## src/rtl/inv_shiftrows_stream.sv

```systemverilog
// inv_shiftrows_stream: byte-serial AES (Inv)ShiftRows with ping-pong state buffers.
// Bytes are stored unpermuted; the row shift is applied on the read side.
module inv_shiftrows_stream #(
    parameter bit INVERSE = 1'b1
) (
    input  logic         clk,
    input  logic         rst_n,
    input  logic         flush,
    input  logic         in_valid,
    output logic         in_ready,
    input  logic [7:0]   in_byte,
    output logic         out_valid,
    input  logic         out_ready,
    output logic [7:0]   out_byte,
    output logic         out_last,
    output logic [127:0] out_state,
    output logic [15:0]  blk_count
);
    logic [127:0] bufs [2];
    logic [1:0]   full, full_nxt;
    logic         wr_sel, rd_sel;
    logic [3:0]   wr_idx, rd_idx;
    logic         in_fire, out_fire;
    logic [127:0] perm;

    function automatic logic [127:0] permute(input logic [127:0] s);
        logic [127:0] p;
        logic [3:0]   kk;
        logic [1:0]   col;
        p = '0;
        for (int k = 0; k < 16; k++) begin
            kk  = 4'(k);
            col = INVERSE ? kk[3:2] - kk[1:0] : kk[3:2] + kk[1:0];
            p[8*k +: 8] = s[8*{col, kk[1:0]} +: 8];
        end
        return p;
    endfunction

    assign in_ready  = !full[wr_sel] && !flush;
    assign out_valid = full[rd_sel];
    assign in_fire   = in_valid && in_ready;
    assign out_fire  = out_valid && out_ready && !flush;
    assign perm      = permute(bufs[rd_sel]);
    assign out_state = out_valid ? perm : '0;
    assign out_byte  = out_state[8*rd_idx +: 8];
    assign out_last  = out_valid && rd_idx == 4'd15;

    // write and read always complete into different buffers, so both updates apply
    always_comb begin
        full_nxt = full;
        if (in_fire && wr_idx == 4'd15) full_nxt[wr_sel] = 1'b1;
        if (out_fire && rd_idx == 4'd15) full_nxt[rd_sel] = 1'b0;
    end

    always_ff @(posedge clk)
        if (in_fire) bufs[wr_sel][8*wr_idx +: 8] <= in_byte;

    always_ff @(posedge clk or negedge rst_n) begin
        if (!rst_n) begin
            full      <= '0;
            wr_sel    <= 1'b0;
            rd_sel    <= 1'b0;
            wr_idx    <= '0;
            rd_idx    <= '0;
            blk_count <= '0;
        end else if (flush) begin
            full   <= '0;
            wr_sel <= 1'b0;
            rd_sel <= 1'b0;
            wr_idx <= '0;
            rd_idx <= '0;
        end else begin
            full <= full_nxt;
            if (in_fire) begin
                wr_idx <= wr_idx + 4'd1;
                if (wr_idx == 4'd15) wr_sel <= !wr_sel;
            end
            if (out_fire) begin
                rd_idx <= rd_idx + 4'd1;
                if (rd_idx == 4'd15) begin
                    rd_sel    <= !rd_sel;
                    blk_count <= blk_count + 16'd1;
                end
            end
        end
    end
endmodule

```

## config.mk

```make
export PLATFORM = sky130hd
export DESIGN_NAME = inv_shiftrows_stream
export DESIGN_NICKNAME = d
export VERILOG_FILES = /design/src/rtl/inv_shiftrows_stream.sv
export SDC_FILE = /design/constraint.sdc
export NUM_CORES = 1
export LEC_CHECK = 0
export ABC_CLOCK_PERIOD_IN_PS = 4300
export CELL_PAD_IN_SITES_DETAIL_PLACEMENT = 0
export CELL_PAD_IN_SITES_GLOBAL_PLACEMENT = 1
export CORE_UTILIZATION = 49
export CTS_CLUSTER_DIAMETER = 30
export CTS_CLUSTER_SIZE = 10
export DETAILED_ROUTE_END_ITERATION = 6
export GPL_TIMING_DRIVEN = 0
export PLACE_DENSITY_LB_ADDON = 0.1
export SLEW_MARGIN = 15
export SYNTH_ARGS = -nofsm -noshare
export SYNTH_HDL_FRONTEND = slang
export SYNTH_SLANG_ARGS = --single-unit
```

## constraint.sdc

```tcl
create_clock -name clk -period 4.3 [get_ports clk]
set_input_delay 0.86 -clock clk [delete_from_list [all_inputs] [get_ports clk]]
set_output_delay 0.86 -clock clk [all_outputs]
set_load 0.02 [all_outputs]
```

* Word level (Yosys, flattened, before mapping) *
Memory sizes are Yosys's and may differ from the RTL's.
Index checks and enable logic that the tools add are counted.

word-level totals
  register bits = 28
  memories kept = 1
  bits in writable memories = 256
  output and inout bits = 155

operators by class
  muxes and demuxes = 24
  reductions and logical operators = 20
  equal/unequal tests = 2
  bitwise logic cells = 4
  order comparisons = 4
  shift operators = 3
  add/subtract/negate cells = 4

memory list
  name  depth  width  rd ports  clocked after Yosys merged registers in  wr ports  line  text
  bufs  2      128    1         0                                        1         19    logic [127:0] bufs [2];

operators with widths
  operator                    number
  $mux W128                   2
  $shift A8 B34 Y128 const A  1
  $shiftx A128 B8 Y8          1
  $shiftx A8 B34 Y128         1
  $neg A7 Y34                 1
  $add A16 B1 Y16 const B     1
  $mux W4                     4
  $mux W1                     13
  $logic_and A1 B1 Y1         9
  $add A4 B1 Y4 const B       2
  $eq A4 B4 Y1 const B        2
  $reduce_bool A2 Y1          4
  $mux W2                     3
  $logic_not A1 Y1            4
  $lt A1 B2 Y1 const B        2
  $reduce_and A2 Y1           2
  $reduce_and A3 Y1           1
  $and A2 B2 Y2               1
  $demux W1 S1                2
  $ge A1 B1 Y1 const B        2
  $not A2 Y2                  1
  $or A2 B2 Y2                1
  $not A1 Y1                  1

* Longest topological paths before layout *
  depth after elaboration = 10
  mapped depth = 9
  mapped depth without buffers = 7

* Least setup slack after synthesis *
OpenSTA, ideal clock, no wires.

  kind = flip-flop to output port
  start = reg rd_sel
  end = out out_byte[1]
  buffers on the path = 2
  arrival time = 1869 ps
  cell stages (with the launch flop) = 7
  setup slack = 1571 ps
  data required time = 3440 ps
  cell sequence = dfrtp_1 buf_4 clkbuf_1 o21ai_0 a22oi_1 a31oi_1 a22o_1

between the ends
  word-level cells in the longest chain between the ends = 4

ends and longest elaborated chain
  element                                     line  text
  from (decl)                                 21    logic wr_sel, rd_sel;
  from (signal assigned)                      81    rd_sel <= !rd_sel;
  $mux W1 (implied by the code) (2 in a row)  40    assign out_valid = full[rd_sel];
  $mux W128 *                                 44    assign out_state = out_valid ? perm : '0;
  net out_state[89]                           16    output logic [127:0] out_state,
  $shiftx A128 B8 Y8 *                        45    assign out_byte = out_state[8*rd_idx +: 8];
  to (decl)                                   14    output logic [7:0] out_byte,

The timed path passes the listed nets; every way through them passes the cells marked *. The select of a mux whose other input is x is not followed.

* Worst setup path after layout *
  start = reg rd_idx[0]
  end = out out_byte[2]

between the ends
  word-level cells in the longest chain between the ends = 1

ends and longest elaborated chain
  element                 line  text
  from (decl)             22    logic [3:0] wr_idx, rd_idx;
  from (signal assigned)  79    rd_idx <= rd_idx + 4'd1;
  $shiftx A128 B8 Y8      45

No other way between the ends.

==> impl_results.md <==
- Status: complete, but fails checks
- Failing checks: setup timing
- Core area: 26000 um2
- Worst Tran Pin Value: 0.826 ns
- CTS Buf Count: 54
- Post-synth top cells: edfxtp_1, nor2_1, a22o_1, and2_1, nand2_1
- Worst Clk Skew: 0.0217 ns
- Fillers: 1977
- Top-count cell post-synth: edfxtp_1
- GPL Wtd Cong: 0.952
- Initial antenna violation count: 2
- Critical Path AT: 3.47 ns
- Final worst slack: -0.0339 ns
- CP Class: flop to output port
- Share of cells above drive strength 1: 14.0%
- Dominant cells by area after synthesis: edfxtp_1, a22o_1, dfrtp_1, nor2_1, and2_1
- Post-synth EDFFs: 256
- Pwr/cell area: 448 nW/um2
- Fraction of registers with async set/reset: 9.86%
- Via count: 9955
- CP max FO: 10
- Top-area cell type share of the netlist area: 59.4%
- Register area: 8390 um2
- Total GRT Usage: 32.8%
- Net count, final: 1228
- Port Buffers: 166
- DRC errors left: 0
- Post-synth top flop: edfxtp_1
- Drt pass-1 iters: 5
- Peak VDD IR: 0.000341 V
- Final Power: 7660 uW
- CTS tree: built
- Final min period: 4.33 ns
- Post-CTS Hold Buffers: 0
- Post-synth net total: 1005
- Post-route design area: 17100 um2
- CP Cell Sequence: buf_6 -> buf_2 -> mux2_2 -> a221oi_1 -> a21oi_1 -> a22o_1 -> clkdlybuf4s50_1
- Detail Placement HPWL: 31.6 mm
- Crit path largest cell delay: 0.66 ns
- Routed length per instance: 27.6 um
- Worst slew margin: 44.8%
- Via density: 6.27
- Startpoint Class: flop
- Maxcap violations: 0
- Number of synthesized register bits: 284
- Largest net degree at the start of global routing: 29
- Fin Hold WS: 0.344 ns
- Post-place setup slack: 0.370 ns
- Area grow syn2layout: 32.0%
- Cell taking the most area after synthesis: edfxtp_1
- Drt initial violations: 1058
- Syn_area_per_cell: 13.1 um2
- Sequential cell area fraction in the yosys report: 64.8%
- Clock latency on the worst-skew pair: 0.55 ns
- Netlist Area Pre-Place: 12900 um2
- Vias in the first global route: 9541
- Clock buffer depth: 3
- Worst path slowest cell: a221oi_1
- Fin. max-slew vios: 0
- Final Setup Violations: 1
- CTS root buf: clkbuf_16
- Final wirelength: 43.8 mm
- IO Pins: 168
- Post-synth cell types: 60
- Worst hold path class: primary input to async pin
- Final ANT Viol Nets: 0
- RSZ-0062 raised after global routing: yes
- Final hold vios: 0
- Die width: 164 um
- Placed instance area: 15000 um2
- CP endpoint kind: output port
- Leakage power: 0.00642 uW
- Required time of the critical path: 3.44 ns
- TritonCTS sink count: 284
- Clock slew seen by the registers of the worst setup and hold paths: 0.04 ns
- YS warnings: 0
- Row cnt: 59
- Multi-input logic area: 4270 um2
- Die height: 164 um
- Max H-tree Level: 2
- Die area: 27100 um2
- First-pass GRT wire length: 62.2 mm
- Starting Density: 49.8%
- Post-Syn Instances: 984
- Final Cycle Share: 101%
- Maximum clock rate: 0.231 GHz
- Remaining global-route overflow: 0
[final cells by class]
| class | instances | share of cell area [%] |
|---|---|---|
| clock buffer | 62 | 8.21 |
| tap | 335 | 2.45 |
| inverter | 8 | 0.176 |
| timing repair buffer | 168 | 9.77 |
| multi-input combinational | 621 | 25.0 |
| clock inverter | 39 | 3.11 |
| antenna | 1 | 0.0147 |
| buffer | 70 | 2.15 |
| sequential | 284 | 49.1 |
[routing by layer]
metal	up-vias	global-route usage, %	wire (um)
met2	676	50.8	19900
li1	4238	-	-
met4	0	15.0	1980
met3	146	6.91	4800
met5	-	0	0
met1	4895	44.5	17100
[kinds of logic (layout without fill, tap and decap cells)]
family	after synthesis	in the layout	share of synthesized area [%]
simple gates	324	324	12.3
flops	284	284	64.8
compound gates	222	222	13.9
buf+inv	79	347	3.06
mux	45	45	3.65
xor+xnor	22	22	1.49
fa+ha+maj	8	8	0.774
other cells	0	1	0
[metrics by stage]
stage,setup TNS (ns),instances,utilization [%]
after detailed placement,0,1487,57.9
final,-0.0339,1588,65.7
after floorplan,0,984,-
after CTS,-0.0507,1588,65.5
after global placement,-2.25,1485,57.8
after global routing,-0.0231,1587,65.7
[final timing paths]
check,start,endpoint,slack (ns),cells after the start
setup / recovery,rd_idx[0],out_byte[2],-0.03,7
hold / removal,rst_n,blk_count[15],0.34,1
setup reg to reg,wr_idx[2],bufs[1][85],1.13,8
hold reg to reg,blk_count[15],blk_count[15],0.47,1
max in group asynchronous,rst_n,rd_idx[0],3.54,1
min in group clk,blk_count[15],blk_count[15],0.47,1
[worst max-delay path, delay by kind of cell (launching register included)]
family	cells	cell delay, ns
DFF	1	0.40
AOI/OAI and AO/OA	3	1.12
muxes	1	0.38
buffers and inverters	3	1.03
[flip-flops by register name, indices dropped and copies added (netlist names)]
name / cells
blk_count: 16
bufs: 256
full: 2
rd_idx: 4
rd_sel: 1
wr_idx: 4
wr_sel: 1
[cell usage in the layout (no fill, tap or decap), types with 4 or more instances in the layout]
cell type / instances
and2_1: 66
nand2b_1: 6
nor3_1: 5
nand4_1: 7
xnor2_1: 16
buf_6: 7
buf_2: 27
clkinv_2: 10
o21ai_0: 18
nand2_1: 39
nand3_1: 11
edfxtp_1: 256
a21oi_1: 8
inv_1: 8
clkbuf_16: 55
o31ai_1: 5
nor2b_1: 6
xor2_1: 6
o22ai_2: 5
dfrtp_1: 28
and3_1: 31
buf_1: 7
clkinvlp_4: 10
clkbuf_1: 29
mux2_2: 13
buf_4: 5
nor2_1: 132
clkdlybuf4s50_1: 165
bufinv_16: 12
o22ai_1: 13
ha_1: 8
a22oi_1: 5
a22o_1: 130
o21bai_1: 4
clkbuf_2: 5
mux2i_1: 31
[where the power goes]
| group | switching [uW] | internal (uW) | leakage (uW) |
|---|---|---|---|
| Sequential | 6.12 | 2990 | 0.00309 |
| Combinational | 155 | 45.7 | 0.00242 |
| Clock | 1410 | 3050 | 0.000918 |
[what timing repair did]
action,CTS,global route
setup buffers,0,0
resized for setup,13,18
setup endpoints to repair,7,7
(Power assumes the default switching activity.)
